<file path="config.mk">
export PLATFORM = sky130hd
export DESIGN_NAME = pulp_jtag_cfg_tap
export DESIGN_NICKNAME = d
export VERILOG_FILES = /design/src/rtl/pulp_jtag_pkg.sv /design/src/rtl/pulp_jtag_tap_fsm.sv /design/src/rtl/pulp_jtag_cfg_tap.sv
export SDC_FILE = /design/constraint.sdc
export NUM_CORES = 1
export LEC_CHECK = 0
export BUFFER_PORTS_ARGS = -buffer_cell sky130_fd_sc_hd__buf_2
export CORE_UTILIZATION = 45
export CTS_CLUSTER_SIZE = 14
export DETAILED_ROUTE_END_ITERATION = 10
export GPL_ROUTABILITY_DRIVEN = 0
export SYNTH_ARGS = -nofsm -noshare
export SYNTH_HDL_FRONTEND = slang
export SYNTH_SLANG_ARGS = --single-unit
</file>
<file path="constraint.sdc">
create_clock -name tck_i -period 2.8 [get_ports tck_i]
set_clock_uncertainty 0.05 [all_clocks]
set_input_delay 0.56 -clock tck_i [delete_from_list [all_inputs] [get_ports tck_i]]
set_output_delay 0.56 -clock tck_i [all_outputs]
set_load 0.03 [all_outputs]
</file>
<file path="src/rtl/pulp_jtag_pkg.sv">
// Shared types and constants for the PULP JTAG configuration TAP.
package pulp_jtag_pkg;

  typedef enum logic [3:0] {
    TEST_LOGIC_RESET,
    RUN_TEST_IDLE,
    SELECT_DR_SCAN,
    CAPTURE_DR,
    SHIFT_DR,
    EXIT1_DR,
    PAUSE_DR,
    EXIT2_DR,
    UPDATE_DR,
    SELECT_IR_SCAN,
    CAPTURE_IR,
    SHIFT_IR,
    EXIT1_IR,
    PAUSE_IR,
    EXIT2_IR,
    UPDATE_IR
  } tap_state_e;

  localparam int unsigned IR_IDCODE   = 1;
  localparam int unsigned IR_DBG      = 4;
  localparam int unsigned IR_CFG_BASE = 8;
  // All-ones opcode; truncated to the instruction register width at use.
  localparam logic [31:0] IR_BYPASS   = '1;

  // IEEE 1149.1 TAP controller transition function.
  function automatic tap_state_e next_state(tap_state_e s, logic tms);
    tap_state_e n;
    case (s)
      TEST_LOGIC_RESET: n = tms ? TEST_LOGIC_RESET : RUN_TEST_IDLE;
      RUN_TEST_IDLE:    n = tms ? SELECT_DR_SCAN   : RUN_TEST_IDLE;
      SELECT_DR_SCAN:   n = tms ? SELECT_IR_SCAN   : CAPTURE_DR;
      CAPTURE_DR:       n = tms ? EXIT1_DR         : SHIFT_DR;
      SHIFT_DR:         n = tms ? EXIT1_DR         : SHIFT_DR;
      EXIT1_DR:         n = tms ? UPDATE_DR        : PAUSE_DR;
      PAUSE_DR:         n = tms ? EXIT2_DR         : PAUSE_DR;
      EXIT2_DR:         n = tms ? UPDATE_DR        : SHIFT_DR;
      UPDATE_DR:        n = tms ? SELECT_DR_SCAN   : RUN_TEST_IDLE;
      SELECT_IR_SCAN:   n = tms ? TEST_LOGIC_RESET : CAPTURE_IR;
      CAPTURE_IR:       n = tms ? EXIT1_IR         : SHIFT_IR;
      SHIFT_IR:         n = tms ? EXIT1_IR         : SHIFT_IR;
      EXIT1_IR:         n = tms ? UPDATE_IR        : PAUSE_IR;
      PAUSE_IR:         n = tms ? EXIT2_IR         : PAUSE_IR;
      EXIT2_IR:         n = tms ? UPDATE_IR        : SHIFT_IR;
      UPDATE_IR:        n = tms ? SELECT_DR_SCAN   : RUN_TEST_IDLE;
      default:          n = TEST_LOGIC_RESET;
    endcase
    return n;
  endfunction

endpackage

</file>
<file path="src/rtl/pulp_jtag_tap_fsm.sv">
// TAP controller state machine with registered one-hot state decodes.
module pulp_jtag_tap_fsm
  import pulp_jtag_pkg::*;
(
  input  logic       tck,
  input  logic       trst_ni,
  input  logic       tms,
  output tap_state_e state,
  output logic       test_logic_reset,
  output logic       capture_dr,
  output logic       shift_dr,
  output logic       update_dr,
  output logic       capture_ir,
  output logic       shift_ir,
  output logic       update_ir
);

  tap_state_e nxt;

  // Next state from the current state and TMS.
  always_comb begin
    nxt = next_state(state, tms);
  end

  // State register; decodes are registered from the next state so they align with state.
  always_ff @(posedge tck or negedge trst_ni) begin
    if (!trst_ni) begin
      state            <= TEST_LOGIC_RESET;
      test_logic_reset <= 1'b1;
      capture_dr       <= 1'b0;
      shift_dr         <= 1'b0;
      update_dr        <= 1'b0;
      capture_ir       <= 1'b0;
      shift_ir         <= 1'b0;
      update_ir        <= 1'b0;
    end else begin
      state            <= nxt;
      test_logic_reset <= (nxt == TEST_LOGIC_RESET);
      capture_dr       <= (nxt == CAPTURE_DR);
      shift_dr         <= (nxt == SHIFT_DR);
      update_dr        <= (nxt == UPDATE_DR);
      capture_ir       <= (nxt == CAPTURE_IR);
      shift_ir         <= (nxt == SHIFT_IR);
      update_ir        <= (nxt == UPDATE_IR);
    end
  end

endmodule

</file>
<file path="src/rtl/pulp_jtag_cfg_tap.sv">
// PULP JTAG TAP: IR, IDCODE/BYPASS/DBG selection and NUM_REGS configuration DRs.
// Optional write mask on the configuration outputs: define PULP_JTAG_CFG_MASK_EN.
module pulp_jtag_cfg_tap
  import pulp_jtag_pkg::*;
#(
  parameter int unsigned IR_WIDTH    = 5,
  parameter int unsigned NUM_REGS    = 2,
  parameter int unsigned REG_WIDTH   = 9,
  parameter int unsigned SYNC_STAGES = 2,
  parameter logic [31:0] IDCODE_VAL  = 32'h249511C3
`ifdef PULP_JTAG_CFG_MASK_EN
  ,
  parameter logic [NUM_REGS*REG_WIDTH-1:0] CFG_WR_MASK = '1
`endif
) (
  input  logic                          tck_i,
  input  logic                          trst_ni,
  input  logic                          tms_i,
  input  logic                          td_i,
  output logic                          td_o,
  output logic                          tdo_oe_o,
  input  logic [NUM_REGS*REG_WIDTH-1:0] soc_reg_i,
  output logic [NUM_REGS*REG_WIDTH-1:0] soc_reg_o,
  output logic [NUM_REGS-1:0]           soc_reg_upd_o,
  output logic                          dbg_sel_o,
  output logic                          shift_dr_o,
  output logic                          capture_dr_o,
  output logic                          update_dr_o,
  output logic                          dbg_scan_in_o,
  input  logic                          dbg_scan_out_i
);

  localparam int unsigned SOC_W = NUM_REGS * REG_WIDTH;

  tap_state_e state;
  logic test_logic_reset, capture_dr, shift_dr, update_dr;
  logic capture_ir, shift_ir, update_ir;

  logic [IR_WIDTH-1:0] ir, ir_shift;
  logic                sel_idcode, sel_dbg, sel_bypass;
  logic [NUM_REGS-1:0] sel_cfg;
  logic [SOC_W-1:0]    sync_q [SYNC_STAGES];
  logic [31:0]         dr, dr_next, dr_cap;

  pulp_jtag_tap_fsm u_fsm (
    .tck              (tck_i),
    .trst_ni          (trst_ni),
    .tms              (tms_i),
    .state            (state),
    .test_logic_reset (test_logic_reset),
    .capture_dr       (capture_dr),
    .shift_dr         (shift_dr),
    .update_dr        (update_dr),
    .capture_ir       (capture_ir),
    .shift_ir         (shift_ir),
    .update_ir        (update_ir)
  );

  // Instruction decode; unknown opcodes fall through to BYPASS.
  always_comb begin
    sel_idcode = (ir == IR_WIDTH'(IR_IDCODE));
    sel_dbg    = (ir == IR_WIDTH'(IR_DBG));
    sel_cfg    = '0;
    for (int unsigned i = 0; i < NUM_REGS; i++) begin
      sel_cfg[i] = (ir == IR_WIDTH'(IR_CFG_BASE + i));
    end
    sel_bypass = (ir == IR_WIDTH'(IR_BYPASS)) || !(sel_idcode || sel_dbg || (|sel_cfg));
  end

  // Instruction register and its shift stage; Test-Logic-Reset forces IDCODE.
  always_ff @(posedge tck_i or negedge trst_ni) begin
    if (!trst_ni) begin
      ir       <= IR_WIDTH'(IR_IDCODE);
      ir_shift <= '0;
    end else begin
      if (test_logic_reset) begin
        ir <= IR_WIDTH'(IR_IDCODE);
      end else if (update_ir) begin
        ir <= ir_shift;
      end
      if (capture_ir) begin
        ir_shift <= IR_WIDTH'(1);
      end else if (shift_ir) begin
        ir_shift <= {td_i, ir_shift[IR_WIDTH-1:1]};
      end
    end
  end

  // SoC status synchroniser into the tck domain.
  always_ff @(posedge tck_i or negedge trst_ni) begin
    if (!trst_ni) begin
      for (int unsigned s = 0; s < SYNC_STAGES; s++) begin
        sync_q[s] <= '0;
      end
    end else begin
      sync_q[0] <= soc_reg_i;
      for (int unsigned s = 1; s < SYNC_STAGES; s++) begin
        sync_q[s] <= sync_q[s-1];
      end
    end
  end

  // One shared 32-bit DR; td_i enters at the top of the selected register's length.
  always_comb begin
    dr_next = dr >> 1;
    dr_cap  = '0;
    if (sel_idcode) begin
      dr_next[31] = td_i;
      dr_cap      = IDCODE_VAL;
    end else if (|sel_cfg) begin
      dr_next[REG_WIDTH-1] = td_i;
      for (int unsigned i = 0; i < NUM_REGS; i++) begin
        if (sel_cfg[i]) begin
          dr_cap[REG_WIDTH-1:0] = sync_q[SYNC_STAGES-1][i*REG_WIDTH +: REG_WIDTH];
        end
      end
    end else if (sel_bypass) begin
      dr_next[0] = td_i;
    end else begin
      dr_next[0] = td_i;
    end
  end

  // DR capture and shift.
  always_ff @(posedge tck_i or negedge trst_ni) begin
    if (!trst_ni) begin
      dr <= '0;
    end else if (capture_dr) begin
      dr <= dr_cap;
    end else if (shift_dr) begin
      dr <= dr_next;
    end
  end

  // Configuration outputs, written from the DR on Update-DR of the selected CFG register.
  always_ff @(posedge tck_i or negedge trst_ni) begin
    if (!trst_ni) begin
      soc_reg_o <= '0;
    end else if (update_dr) begin
      for (int unsigned i = 0; i < NUM_REGS; i++) begin
        if (sel_cfg[i]) begin
`ifdef PULP_JTAG_CFG_MASK_EN
          soc_reg_o[i*REG_WIDTH +: REG_WIDTH] <=
            (soc_reg_o[i*REG_WIDTH +: REG_WIDTH] & ~CFG_WR_MASK[i*REG_WIDTH +: REG_WIDTH]) |
            (dr[REG_WIDTH-1:0] & CFG_WR_MASK[i*REG_WIDTH +: REG_WIDTH]);
`else
          soc_reg_o[i*REG_WIDTH +: REG_WIDTH] <= dr[REG_WIDTH-1:0];
`endif
        end
      end
    end
  end

  // Serial output and enable, launched on the falling edge of tck.
  always_ff @(negedge tck_i or negedge trst_ni) begin
    if (!trst_ni) begin
      td_o     <= 1'b0;
      tdo_oe_o <= 1'b0;
    end else begin
      tdo_oe_o <= (state == SHIFT_IR) || (state == SHIFT_DR);
      if (shift_ir) begin
        td_o <= ir_shift[0];
      end else if (shift_dr) begin
        td_o <= sel_dbg ? dbg_scan_out_i : dr[0];
      end else begin
        td_o <= 1'b0;
      end
    end
  end

  assign soc_reg_upd_o = sel_cfg & {NUM_REGS{update_dr}};
  assign dbg_sel_o     = sel_dbg;
  assign shift_dr_o    = shift_dr;
  assign capture_dr_o  = capture_dr;
  assign update_dr_o   = update_dr;
  assign dbg_scan_in_o = td_i;

endmodule

</file>
# Yosys cells after proc, flatten, opt, wreduce, memory -nomap -nowiden
# Cells that the tools add are included.
[op_classes]
eq_ne = 25
n_mux = 32
bitwise_logic = 1
reduce_logical = 12
[ops]
columns = ["operator", "n"]
rows = [
  ["32-bit 2-to-1 mux", 2],
  ["4-bit == test, second input constant", 12],
  ["4-bit one-hot mux with 12 select lines", 1],
  ["9-bit 2-to-1 mux", 4],
  ["21-bit 2-to-1 mux", 1],
  ["4-bit by 3-bit == test with 1-bit output, second input constant", 5],
  ["5-bit 2-to-1 mux", 4],
  ["4-bit 2-to-1 mux", 4],
  ["4-bit by 2-bit == test with 1-bit output, second input constant", 3],
  ["1-bit 2-to-1 mux", 11],
  ["5-bit by 4-bit == test with 1-bit output, second input constant", 2],
  ["4-bit zero test", 2],
  ["2-bit 2-to-1 mux", 3],
  ["3-bit 2-to-1 mux", 2],
  ["2-bit nonzero test", 3],
  ["2-bit OR reduction", 3],
  ["5-bit by 1-bit == test with 1-bit output, second input constant", 1],
  ["5-bit by 3-bit == test with 1-bit output, second input constant", 1],
  ["4-bit by 1-bit == test with 1-bit output, second input constant", 1],
  ["2-bit AND reduction", 2],
  ["3-bit OR reduction", 1],
  ["2-bit bitwise AND", 1],
  ["1-bit logical OR", 1],
]
[word_totals]
register_bits = 109
input_bits = 23
out_inout_bits = 27
word_cells = 87

# Depth between registers and ports, before layout
[logic_depth]
word_depth = 6
depth_mapped = 5

# Hierarchy
# From an unflattened synthesis, not the netlist that was laid out.
[hier_totals]
cells_unflattened = 323
hier_area_um2 = 4270.3
[by_module_without_submodules]
columns = ["module", "instances", "cells_per_inst", "area_per_inst_um2"]
rows = [
  ["pulp_jtag_cfg_tap", 1, 265, 3704.8],
  ["pulp_jtag_tap_fsm", 1, 58, 565.5],
]

==> results by group <==
Status
  – Status: finished with violations
  – Failing checks: setup timing

Route
  – DR vias: 2493
  – Routed len/inst: 15.4 um
  – Final wirelength: between 7000 and 8000 um
  – Post-route DRC: 0
  – 1st-iter DRT viols: 82
  – DRT antenna net count: 0
  – Via density: 5.14
  – DR pass1 iterations: 4

Setup path
  – Worst EP arrival: 2.28 ns
  – Crit path max fanout: 1
  – Largest delay share family, worst path: flip-flops
  – Worst EP required: 2.19 ns
  – Cell Chain, Critical Path: buf_6
  – Buffer and inverter count on the worst path: 1
  – Crit path launch type: flip-flop
  – CP peak stage delay: 0.41 ns
  – Slowest cell on the critical path: dfrtn_1
  – Setup crit end kind: output pin
  – Worst Setup SP: td_o
  – CP Class: flip-flop to output pin
  – Reg-to-reg startpoint: ir[0]

Timing
  – Setup ws final: -0.0932 ns
  – Hold WS: 0.239 ns
  – Fin. max-slew vios: 0
  – Final hold vios: 0
  – Worst slew margin: 0.623
  – Setup TNS: -0.179 ns
  – Setup repair after global routing missed its margin: true
  – # setup viols final: 2
  – Pin slew with the least headroom to its limit: 0.566 ns

Synthesis
  – Number of enable flip-flop cells after synthesis: 0
  – Synth Flop Type: dfrtp_1
  – Distinct cells, synth: 44
  – Count of state elements after synthesis: 109
  – Post-Syn Area per Cell: 13.3 um^2
  – Post-Synthesis Cells: ~320
  – Syn_nets: 340
  – Post-synth ARST share: 1.00
  – Mapped Area: 4230 um^2
  – Ys Warns: 0
  – Sequential share of the synthesized area: 0.646

Floorplan
  – Starting Density: 0.462
  – Die ar.: 9790 um^2
  – DIE HEIGHT: between 90 and 100 um
  – I/O pin count: 50
  – # rows: 35
  – DIE WIDTH: 98.9 um
  – Core area: 9150 um^2

Finish
  – Fillers: around 790
  – Area taken by multi-input logic gates: 1380 um^2
  – Register area: 2730 um^2
  – # diodes: 0
  – Most common cell after layout, fill and taps aside: dfrtp_1
  – Final core utilization: 0.530
  – Final nets: 392
  – Non-filler instance count after layout: between 400 and 500
  – P&R area growth vs syn: 14.8%
  – Share of layout cells above drive strength 1: 0.273
  – Most frequent cells in the layout: 104 x dfrtp_1, 46 x buf_2, 39 x mux2i_1

Power
  – Leakage power figure: 2.30 nW
  – VDD IR-drop max: 0.393 mV
  – Pwr dens: 884 nW/um^2

Global routing
  – Initial antenna violation count: 0
  – Vias in the first global route: 2577
  – Tot GR Track Use: 0.168
  – Grt ovf: 0
  – Largest net degree at the start of global routing: 98
  – First-pass GRT wire length: approximately 13000 um

Worst hold path
  – Worst hold path class: input port to flip-flop
  – HP Start: soc_reg_i[14]

Clocking
  – CTS tree: yes
  – # Post-CTS Setup Buffers: 0
  – Clk sinks: 109
  – Clk Latency, worst-skew pair: 0.36 ns
  – Longest Clk Path Bufs: 2
  – H-tree levels: 3
  – Root buf cell: clkbuf_8
  – CTS Buf Count: 9
  – Worst-path clk slew: around 0.11 ns

Placement
  – Port Buffers: 49
  – Placed cell count: 468
  – Post-DP HPWL: 4940 um

Flow run
  – Max-capacitance violation count: 0
## sequential cells by signal, summed over array words and instances, names as in the netlist
| name | flops |
|---|---|
| ir_shift | 5 |
| u_fsm.test_logic_reset | 1 |
| u_fsm.state | 4 |
| u_fsm.capture_dr | 1 |
| td_o | 1 |
| dr | 32 |
| u_fsm.update_ir | 1 |
| sync_q | 36 |
| u_fsm.shift_ir | 1 |
| ir | 5 |
| u_fsm.shift_dr | 1 |
| tdo_oe_o | 1 |
| u_fsm.capture_ir | 1 |
| u_fsm.update_dr | 1 |
| soc_reg_o | 18 |
## timing repair
| action | 4_1_cts | 5_1_grt |
|---|---|---|
| resized for setup | 4 | 0 |
| endpoints found under the hold margin | 10 | 0 |
| hold buffers | 1 | 0 |
| pin swaps | 0 | 0 |
| endpoints found under the setup margin | 2 | 2 |
## stage by stage
stage / power [mW] / worst slack (ns) / cell area, um^2
6_report: 4.29 / -0.0932 / 4850
5_1_grt: 4.58 / -0.123 / 4850
4_1_cts: 4.35 / -0.112 / 4850
3_5_place_dp: 3.31 / 0.176 / 4610
3_3_place_gp: 3.27 / 0.206 / 4610
2_1_floorplan: 3.00 / 0.0173 / 4240
## kinds of logic (layout without fill, tap and decap cells)
logic type | Yosys count | in the layout | synth area share
AO/OA/AOI/OAI | 40 | 40 | 0.0698
buffers and inverters | 24 | 81 | 0.0290
flip-flops | 109 | 109 | 0.646
XOR/XNOR | 1 | 1 | 0.00207
multiplexers | 62 | 62 | 0.154
AND/OR/NAND/NOR | 81 | 81 | 0.100
## synth_stat cells (2+ instances only)
master / instances / area share
dfrtp_1: 105 / 0.62
mux2i_1: 39 / 0.092
nor2_1: 32 / 0.028
mux2_2: 14 / 0.037
nand2_1: 13 / 0.012
mux2_1: 9 / 0.024
buf_2: 8 / 0.0095
nand2b_1: 8 / 0.012
a21boi_0: 7 / 0.012
a21oi_1: 6 / 0.0071
clkbuf_1: 6 / 0.0053
inv_1: 5 / 0.0044
nor2b_1: 5 / 0.0074
a31oi_1: 4 / 0.0059
buf_4: 4 / 0.0071
o22ai_1: 4 / 0.0059
nand3_1: 3 / 0.0035
nor3_1: 3 / 0.0035
nor4_1: 3 / 0.0044
o21ai_0: 3 / 0.0035
o21ai_1: 3 / 0.0035
or4_1: 3 / 0.0053
a211o_1: 2 / 0.0041
a311oi_1: 2 / 0.0041
and3_1: 2 / 0.0030
and4b_1: 2 / 0.0047
dfrtn_1: 2 / 0.012
dfstp_2: 2 / 0.012
nand3b_1: 2 / 0.0035
o21ai_2: 2 / 0.0041
## final timing paths
path,endpoint,cells after the start,slack (ns)
worst min register to register,sync_q[15],0,0.31
worst max-delay path,td_o,1,-0.09
worst min-delay path,sync_q[32],1,0.24
min in group asynchronous,ir_shift[4],2,0.53
worst max register to register,td_o,4,0.16
max in group asynchronous,tdo_oe_o,2,0.66
## layer usage
| layer | track usage | part of all wire |
|---|---|---|
| met5 | 0 | 0 |
| met4 | 0.0608 | 0.011 |
| met3 | 0.0433 | 0.034 |
| met2 | 0.262 | 0.47 |
| met1 | 0.228 | 0.49 |
## cell type report
type / count / share of cell area
sequential: 109 / 0.563
timing repair buffer: 60 / 0.0737
tap: 111 / 0.0286
inverter: 5 / 0.00387
clock buffer: 9 / 0.0255
clock inverter: 7 / 0.0209
multi-input combinational: 184 / 0.285
## report_power, final
| part | switching [mW] | internal [mW] |
|---|---|---|
| combinational | 0.597 | 0.489 |
| sequential | 0.261 | 1.92 |
| clock | 0.573 | 0.444 |
(Power assumes the default switching activity.)
